$ cat src/rtl/sym_fir_mc_pipe.sv
// sym_fir_mc_pipe: multichannel symmetric FIR with per-channel delay lines and a 3-stage pipeline
// Ports: clk/arst_n clock and async active-low reset; clear flushes state synchronously;
//        data_in/ch_in/valid_in/ready_in sample input; data_out/ch_out/valid_out/ready_out result output.
module sym_fir_mc_pipe #(
    parameter int INPUT_WORD_SIZE = 16,
    parameter int COEFF_WORD_SIZE = 5,
    parameter int N_TAPS = 5,
    parameter int N_CHANNELS = 1,
    parameter logic [((N_TAPS + 1) / 2) * COEFF_WORD_SIZE - 1:0] COEFFS = {5'd3, 5'd2, 5'd1},
    parameter int OUT_SHIFT = 0,
    parameter int OUT_WORD_SIZE = INPUT_WORD_SIZE + 1 + COEFF_WORD_SIZE + $clog2((N_TAPS + 1) / 2) - OUT_SHIFT,
    localparam int CHW = (N_CHANNELS > 1) ? $clog2(N_CHANNELS) : 1
) (
    input  logic                            clk,
    input  logic                            arst_n,
    input  logic                            clear,
    input  logic signed [INPUT_WORD_SIZE-1:0] data_in,
    input  logic [CHW-1:0]                  ch_in,
    input  logic                            valid_in,
    output logic                            ready_in,
    output logic signed [OUT_WORD_SIZE-1:0] data_out,
    output logic [CHW-1:0]                  ch_out,
    output logic                            valid_out,
    input  logic                            ready_out
);
    localparam int NU = (N_TAPS + 1) / 2;
    localparam int IW = INPUT_WORD_SIZE;
    localparam int CW = COEFF_WORD_SIZE;
    localparam int PW = IW + 1;
    localparam int MW = PW + CW;
    localparam int FULL_W = MW + $clog2(NU);
    localparam int OW = OUT_WORD_SIZE;
    localparam int DL = N_TAPS - 1;
    // one guard bit above the full sum so the rounding add cannot wrap
    localparam int SW = (FULL_W + 1 > OW + 1) ? FULL_W + 1 : OW + 1;
    localparam int RS = (OUT_SHIFT > 0) ? OUT_SHIFT - 1 : 0;
    localparam logic signed [SW-1:0] RND = (OUT_SHIFT > 0) ? SW'(1) << RS : '0;
    localparam logic signed [SW-1:0] MAXV = {{(SW - OW + 1){1'b0}}, {(OW - 1){1'b1}}};
    localparam logic signed [SW-1:0] MINV = ~MAXV;

    logic signed [IW-1:0]     dl [N_CHANNELS][DL];
    logic signed [IW-1:0]     xs [N_TAPS];
    logic signed [CW-1:0]     h [NU];
    logic signed [PW-1:0]     pre_d [NU];
    logic signed [PW-1:0]     pre [NU];
    logic signed [MW-1:0]     prod [NU];
    logic                     v1, v2, ch_ok, adv, accept;
    logic [CHW-1:0]           c1, c2, ch_sel;
    logic signed [FULL_W-1:0] sum;
    logic signed [SW-1:0]     shifted, sat;

    assign ready_in = adv;

    always_comb begin
        ch_ok = {1'b0, ch_in} < (CHW + 1)'(N_CHANNELS);
        // out-of-range channels still need a legal index; their sample is dropped anyway
        ch_sel = ch_ok ? ch_in : '0;
        adv = ready_out | ~valid_out;
        accept = valid_in & adv & ch_ok & ~clear;
        xs[0] = data_in;
        for (int k = 1; k < N_TAPS; k++) xs[k] = dl[ch_sel][k-1];
        for (int i = 0; i < NU; i++) begin
            h[i] = COEFFS[i*CW +: CW];
            // the centre tap of an odd-length filter has no mirror partner
            pre_d[i] = (2 * i == N_TAPS - 1) ? PW'(xs[i]) : PW'(xs[i]) + PW'(xs[N_TAPS-1-i]);
        end
        sum = '0;
        for (int i = 0; i < NU; i++) sum = sum + FULL_W'(prod[i]);
        shifted = (SW'(sum) + RND) >>> OUT_SHIFT;
        sat = (shifted > MAXV) ? MAXV : (shifted < MINV) ? MINV : shifted;
    end

    always_ff @(posedge clk or negedge arst_n) begin
        if (!arst_n) begin
            for (int c = 0; c < N_CHANNELS; c++) for (int k = 0; k < DL; k++) dl[c][k] <= '0;
            for (int i = 0; i < NU; i++) begin
                pre[i] <= '0;
                prod[i] <= '0;
            end
            {v1, v2, valid_out} <= '0;
            c1 <= '0;
            c2 <= '0;
            ch_out <= '0;
            data_out <= '0;
        end else if (clear) begin
            for (int c = 0; c < N_CHANNELS; c++) for (int k = 0; k < DL; k++) dl[c][k] <= '0;
            for (int i = 0; i < NU; i++) begin
                pre[i] <= '0;
                prod[i] <= '0;
            end
            {v1, v2, valid_out} <= '0;
            c1 <= '0;
            c2 <= '0;
            ch_out <= '0;
            data_out <= '0;
        end else if (adv) begin
            for (int c = 0; c < N_CHANNELS; c++) begin
                if (accept && CHW'(c) == ch_sel) begin
                    dl[c][0] <= data_in;
                    for (int k = 1; k < DL; k++) dl[c][k] <= dl[c][k-1];
                end
            end
            for (int i = 0; i < NU; i++) begin
                pre[i] <= pre_d[i];
                prod[i] <= MW'(pre[i]) * MW'(h[i]);
            end
            v1 <= accept;
            c1 <= ch_sel;
            v2 <= v1;
            c2 <= c1;
            valid_out <= v2;
            ch_out <= c2;
            data_out <= sat[OW-1:0];
        end
    end
endmodule
$ cat config.mk
export PLATFORM = sky130hd
export DESIGN_NAME = sym_fir_mc_pipe
export DESIGN_NICKNAME = d
export VERILOG_FILES = /design/src/rtl/sym_fir_mc_pipe.sv
export SDC_FILE = /design/constraint.sdc
export NUM_CORES = 1
export LEC_CHECK = 0
export BUFFER_PORTS_ARGS = -buffer_cell sky130_fd_sc_hd__buf_2
export CELL_PAD_IN_SITES_DETAIL_PLACEMENT = 0
export CELL_PAD_IN_SITES_GLOBAL_PLACEMENT = 2
export CORE_ASPECT_RATIO = 1.25
export CORE_MARGIN = 2
export CORE_UTILIZATION = 37
export DETAILED_ROUTE_END_ITERATION = 12
export GPL_TIMING_DRIVEN = 1
export HOLD_SLACK_MARGIN = 0.12
export PLACE_DENSITY_LB_ADDON = 0.1
export SETUP_SLACK_MARGIN = 0.4
export SLEW_MARGIN = 20
export SYNTH_ARGS = -nofsm -noshare
export SYNTH_HDL_FRONTEND = slang
export SYNTH_SLANG_ARGS = --single-unit
$ cat constraint.sdc
create_clock -name clk -period 2.9 [get_ports clk]
set_input_delay 0.58 -clock clk [delete_from_list [all_inputs] [get_ports clk]]
set_output_delay 0.58 -clock clk [all_outputs]
set_load 0.02 [all_outputs]
==> Yosys cells after proc, flatten, opt, wreduce, memory -nomap -nowiden <==
Cells that the tools add are included.
{ "totals": {"regBits": 211, "out_inout_bits": 27} }
{ "op_classes": {"add_sub_neg": 4, "mul": 1, "magnitude_cmp": 4, "mux": 25, "bitwise_logic": 7, "n_reduce_logical": 4} }
{ "ops": {"columns": ["op", "n"], "rows": [
  ["$mux 64", 4],
  ["$mux 66", 2],
  ["$mux 51", 2],
  ["$mux 24", 4],
  ["$add 16x16->17", 2],
  ["$add 23x22->24", 1],
  ["$gt 24x24->1 const B", 1],
  ["$lt 24x24->1 const B", 1],
  ["$add 22x22->23", 1],
  ["$mul 17x3->20 const B", 1],
  ["$mux 1", 13],
  ["$reduce_bool 2->1", 2],
  ["$and 1x1->1", 3],
  ["$not 1->1", 3],
  ["$lt 1x1->1 const B", 2],
  ["$reduce_and 2->1", 1],
  ["$logic_and 1x1->1", 1],
  ["$or 1x1->1", 1]
]} }

==> Longest topological paths before layout <==
{ "depth": {"depth_word": 9, "mapped_depth": 11} }

==> Worst setup path after synthesis <==
OpenSTA, ideal clock, no wires.
{ "synth_timing": {"path_type": "register to register", "from": "register prod[1] in the netlist's numbering", "to": "register data_out[17]", "arrival_time_ps": 2725, "t_required_ps": 2775, "slack_ps": 50, "path_stages_with_launch": 11, "path_buffers": 0, "path_cell_list": "dfrtp_1 > fa_1 > ha_1 > fa_1 > a21oi_1 > nor2_1 > o21ai_1 > a311oi_1 > or3_1 > a311oi_1 > o21ai_1"} }
{ "synth_via": {"elab_chain_cells": 6} }
{ "synth_lines": {"columns": ["item", "line", "rtl"], "rows": [
  ["from (decl)", "46", "logic signed [MW-1:0] prod [NU];"],
  ["from (signal, indexed assignment)", "105", "prod[i] <= MW'(pre[i]) * MW'(h[i]);"],
  ["$add 23x22->24 *", "68", "for (int i = 0; i < NU; i++) sum = sum + FULL_W'(prod[i]);"],
  ["$lt 24x24->1", "70", "sat = (shifted > MAXV) ? MAXV : (shifted < MINV) ? MINV : shifted;"],
  ["$mux 24", "70", null],
  ["$mux 24 *", "70", null],
  ["$mux 24 *", "96", "end else if (adv) begin"],
  ["$mux 24 *", "85", "end else if (clear) begin"],
  ["to (signal assigned)", "113", "data_out <= sat[OW-1:0];"],
  ["to (decl)", "21", "output logic signed [OUT_WORD_SIZE-1:0] data_out,"]
]} }
Every way passes the cells marked *; elsewhere a longest branch is shown, timed or not. The select of a mux whose other input is x is not followed.
A chain may end at the register's enable or synchronous reset.

==> Worst setup path after layout <==
{ "layout_timing": {"from": "register prod[49] in the netlist's numbering", "to": "register data_out[18]"} }
{ "layout_via": {"elab_chain_cells": 7} }
{ "layout_lines": {"columns": ["item", "line"], "rows": [
  ["$add 22x22->23 *", "68"],
  ["$add 23x22->24 *", "68"],
  ["$lt 24x24->1", "70"],
  ["$mux 24", "70"],
  ["$mux 24 *", "70"],
  ["$mux 24 *", "96"],
  ["$mux 24 *", "85"]
]} }
Marks and branches as above.

==> run metrics <==
Slew @ Worst Pin=0.8007 ns; Pins Over Slew Limit=0; Post-synth top flop=dfrtp_1; setup repair after global routing missed its margin=yes; pin count of the biggest net entering global routing=111; Int Pwr=4.393 mW; synthesis warning total=0; Starting Density=37.46%; Die Ht=195.8 um; first-pass GRT wire length=43.93 mm; clock sinks=197; Layout fillers=2943; Ports=49; worst clock skew=0.01187 ns; dpl hpwl=18.39 mm; syn_nets=1237; final setup fails=0; H-tree depth=4; post-synthesis async set-or-reset flop share=100.0%; worst vdd ir=0.0003278 V; run status=finished clean; top post-synthesis cells by count=nand2_1 (217), dfrtp_1 (197), a21oi_1 (134); clk_lat worst skew=0.44 ns; sw frac=24.93%; placed cells=1524; CP required=3.23 ns; clock transition at the registers of the reported paths=0.08 ns; Hold Vio Cnt, Final=0; design area=0.01287 mm^2; Nets=1294; CTS tree=yes; Cell Pwr Density=454.6 mW/mm^2; Post-CTS Hold Buffers=0; port buffer count=48; Design Power=5.852 mW; Row Count=70; CP Class=flip-flop to flip-flop; CP Capture Type=flip-flop; Avg WL per Cell=17.04 um; f_max=358.0 MHz; most instantiated library cell after synthesis=nand2_1; worst hold path type=input port to async pin; Worst Path Max Fanout=3; Startpoint Class=flip-flop; number of antenna-violating nets in the routed design=0; die width=157.5 um; worst endpoint data arrival time=3.12 ns; GRT Total Usage=18.01%; core area=0.02908 mm^2; Post-Syn Instances=1110; Finished Layout Cells=1576; Root Buffer=clkbuf_16; Comb power frac=8.8%; Synth area leaders=dfrtp_1 (45%), ha_1 (9.4%), nand2_1 (7.5%); clock buffer depth=2; Worst slew margin=46.62%; sequential fraction of the synthesis area=45.26%; crit path time final=2.793 ns; #FFs+latches synth=197; Pleak=6.092 nW; P_sw=1.459 mW; die footprint=0.03084 mm^2; First DRT Iteration DRCs=315; EDFF count, synth=0; Tcrit/Tclk final=96.31%; post-synth top area share=45.26%; Max-Cap Viols=0; GRT overflow=0; dpl cell area=0.01175 mm^2; vias post-DR=8180; syn_area_per_cell=9.813 um^2; antenna violations before repair=0; multi-input combinational cell area=0.006135 mm^2; share of cells above drive strength 1=16.78%; biggest area consumer among synthesized cells=dfrtp_1; DRT Pass-1 Iters=5; Clk pwr share=42.0%; vias in the first global route=8043; DRC=0; sequential share of power=49.2%; ant diodes=0; DR vias/cell=5.190; Synth Cell Area=0.01089 mm^2; Register Area=0.004931 mm^2; gpl congestion=0.8005; final WL=26.85 mm; Yosys cell types=68; total CTS buffers=17; area growth from synthesis to layout=18.18%
power groups by stage:
stage                     Clock, mW  Sequential (mW)  Combinational [mW]
final                          2.46             2.88               0.516
after global placement            0             2.93               0.505
after floorplan                   0             2.94               0.279
after detailed placement          0             2.93               0.505
after CTS                      2.54             2.88               0.518
after global routing           2.66             2.89               0.583
flip-flops by register name (all words and copies together) (netlist names):
register and flops:
valid_out 1, v1 1, pre 50, data_out 24, v2 1, prod 54
ch_out 1, c2 1, dl 64
path summary, 6_finish.rpt:
path                            slack (ns)  cells after the start                    start                       end
worst max-delay path                  0.11                      9     prod[49]$_DFFE_PN0P_  data_out[18]$_DFFE_PN0P_
worst min-delay path                  0.14                      1                   arst_n  data_out[21]$_DFFE_PN0P_
worst max register to register        0.11                      9     prod[49]$_DFFE_PN0P_  data_out[18]$_DFFE_PN0P_
worst min register to register        0.47                      2  data_out[8]$_DFFE_PN0P_   data_out[8]$_DFFE_PN0P_
max in group asynchronous             1.95                      2                   arst_n        pre[4]$_DFFE_PN0P_
min in group clk                      0.39                      2               data_in[5]        dl[53]$_DFFE_PN0P_
worst max-delay path: stages (launching register included):
cell and delay [ns]:
dfrtp_1 0.41, fa_1 0.58, ha_4 0.21, a21o_1 0.16
a31o_1 0.22, o211a_4 0.26, o21ai_4 0.17, a211oi_2 0.10
or3_1 0.32, a32o_1 0.25
cell type report:
type                       count  share of cell area, %
sequential                   197                  38.30
timing repair buffer          94                  5.180
clock buffer                  21                  3.499
multi-input combinational    846                  47.65
inverter                      11                 0.3402
clock inverter                11                  1.176
tap                          396                  3.849
metrics by stage:
stage | setup TNS, ns | util [%] | hold slack (ns) | setup WS [ns]
final | 0 | 44.27 | 0.1409 | 0.1069
after global routing | -0.01785 | 44.27 | 0.1666 | -0.01785
after CTS | 0 | 43.34 | 0.1449 | 0.01581
after detailed placement | -0.3156 | 40.42 | 0.4654 | -0.09699
after global placement | -0.2064 | 40.42 | 0.4616 | -0.06350
after floorplan | 0 | - | 0.2844 | 0.2352
layer usage:
layer	vias to the layer above	part of all wire [%]	global-route usage [%]
li1	4096	-	-
met5	-	0	0
met2	105	45	26.90
met3	14	2.2	2.540
met4	0	0.73	4.040
met1	3965	52	27.64
what timing repair did:
action,CTS,global route
setup endpoints to repair,24,33
pin swaps,16,34
setup buffers,12,8
gates resized for setup,30,37
logic make-up after synthesis:
logic type | Yosys count | synth area share (%)
AO/OA/AOI/OAI | 350 | 21.37
XOR/XNOR | 43 | 3.457
adder cells (fa/ha/maj) | 105 | 13.65
buffers and inverters | 67 | 2.309
flip-flops | 197 | 45.26
multiplexers | 3 | 0.2757
AND/OR/NAND/NOR | 345 | 13.69
cell usage in the layout (no fill, tap or decap), drive strengths merged, types with 4 or more instances in the layout:
cell,instances
nand2,217
dfrtp,197
a21oi,135
buf,93
ha,82
a22o,65
o21ai,48
nor2,47
xnor2,30
a21o,23
fa,23
clkbuf,22
nand3,17
a211oi,16
xor2,13
inv,12
nor2b,10
o21a,9
and3,9
nor3,8
nand2b,7
or3,7
a31oi,6
clkinv,6
nor4,5
o211ai,5
a31o,5
o21bai,4
(Power assumes the default switching activity.)
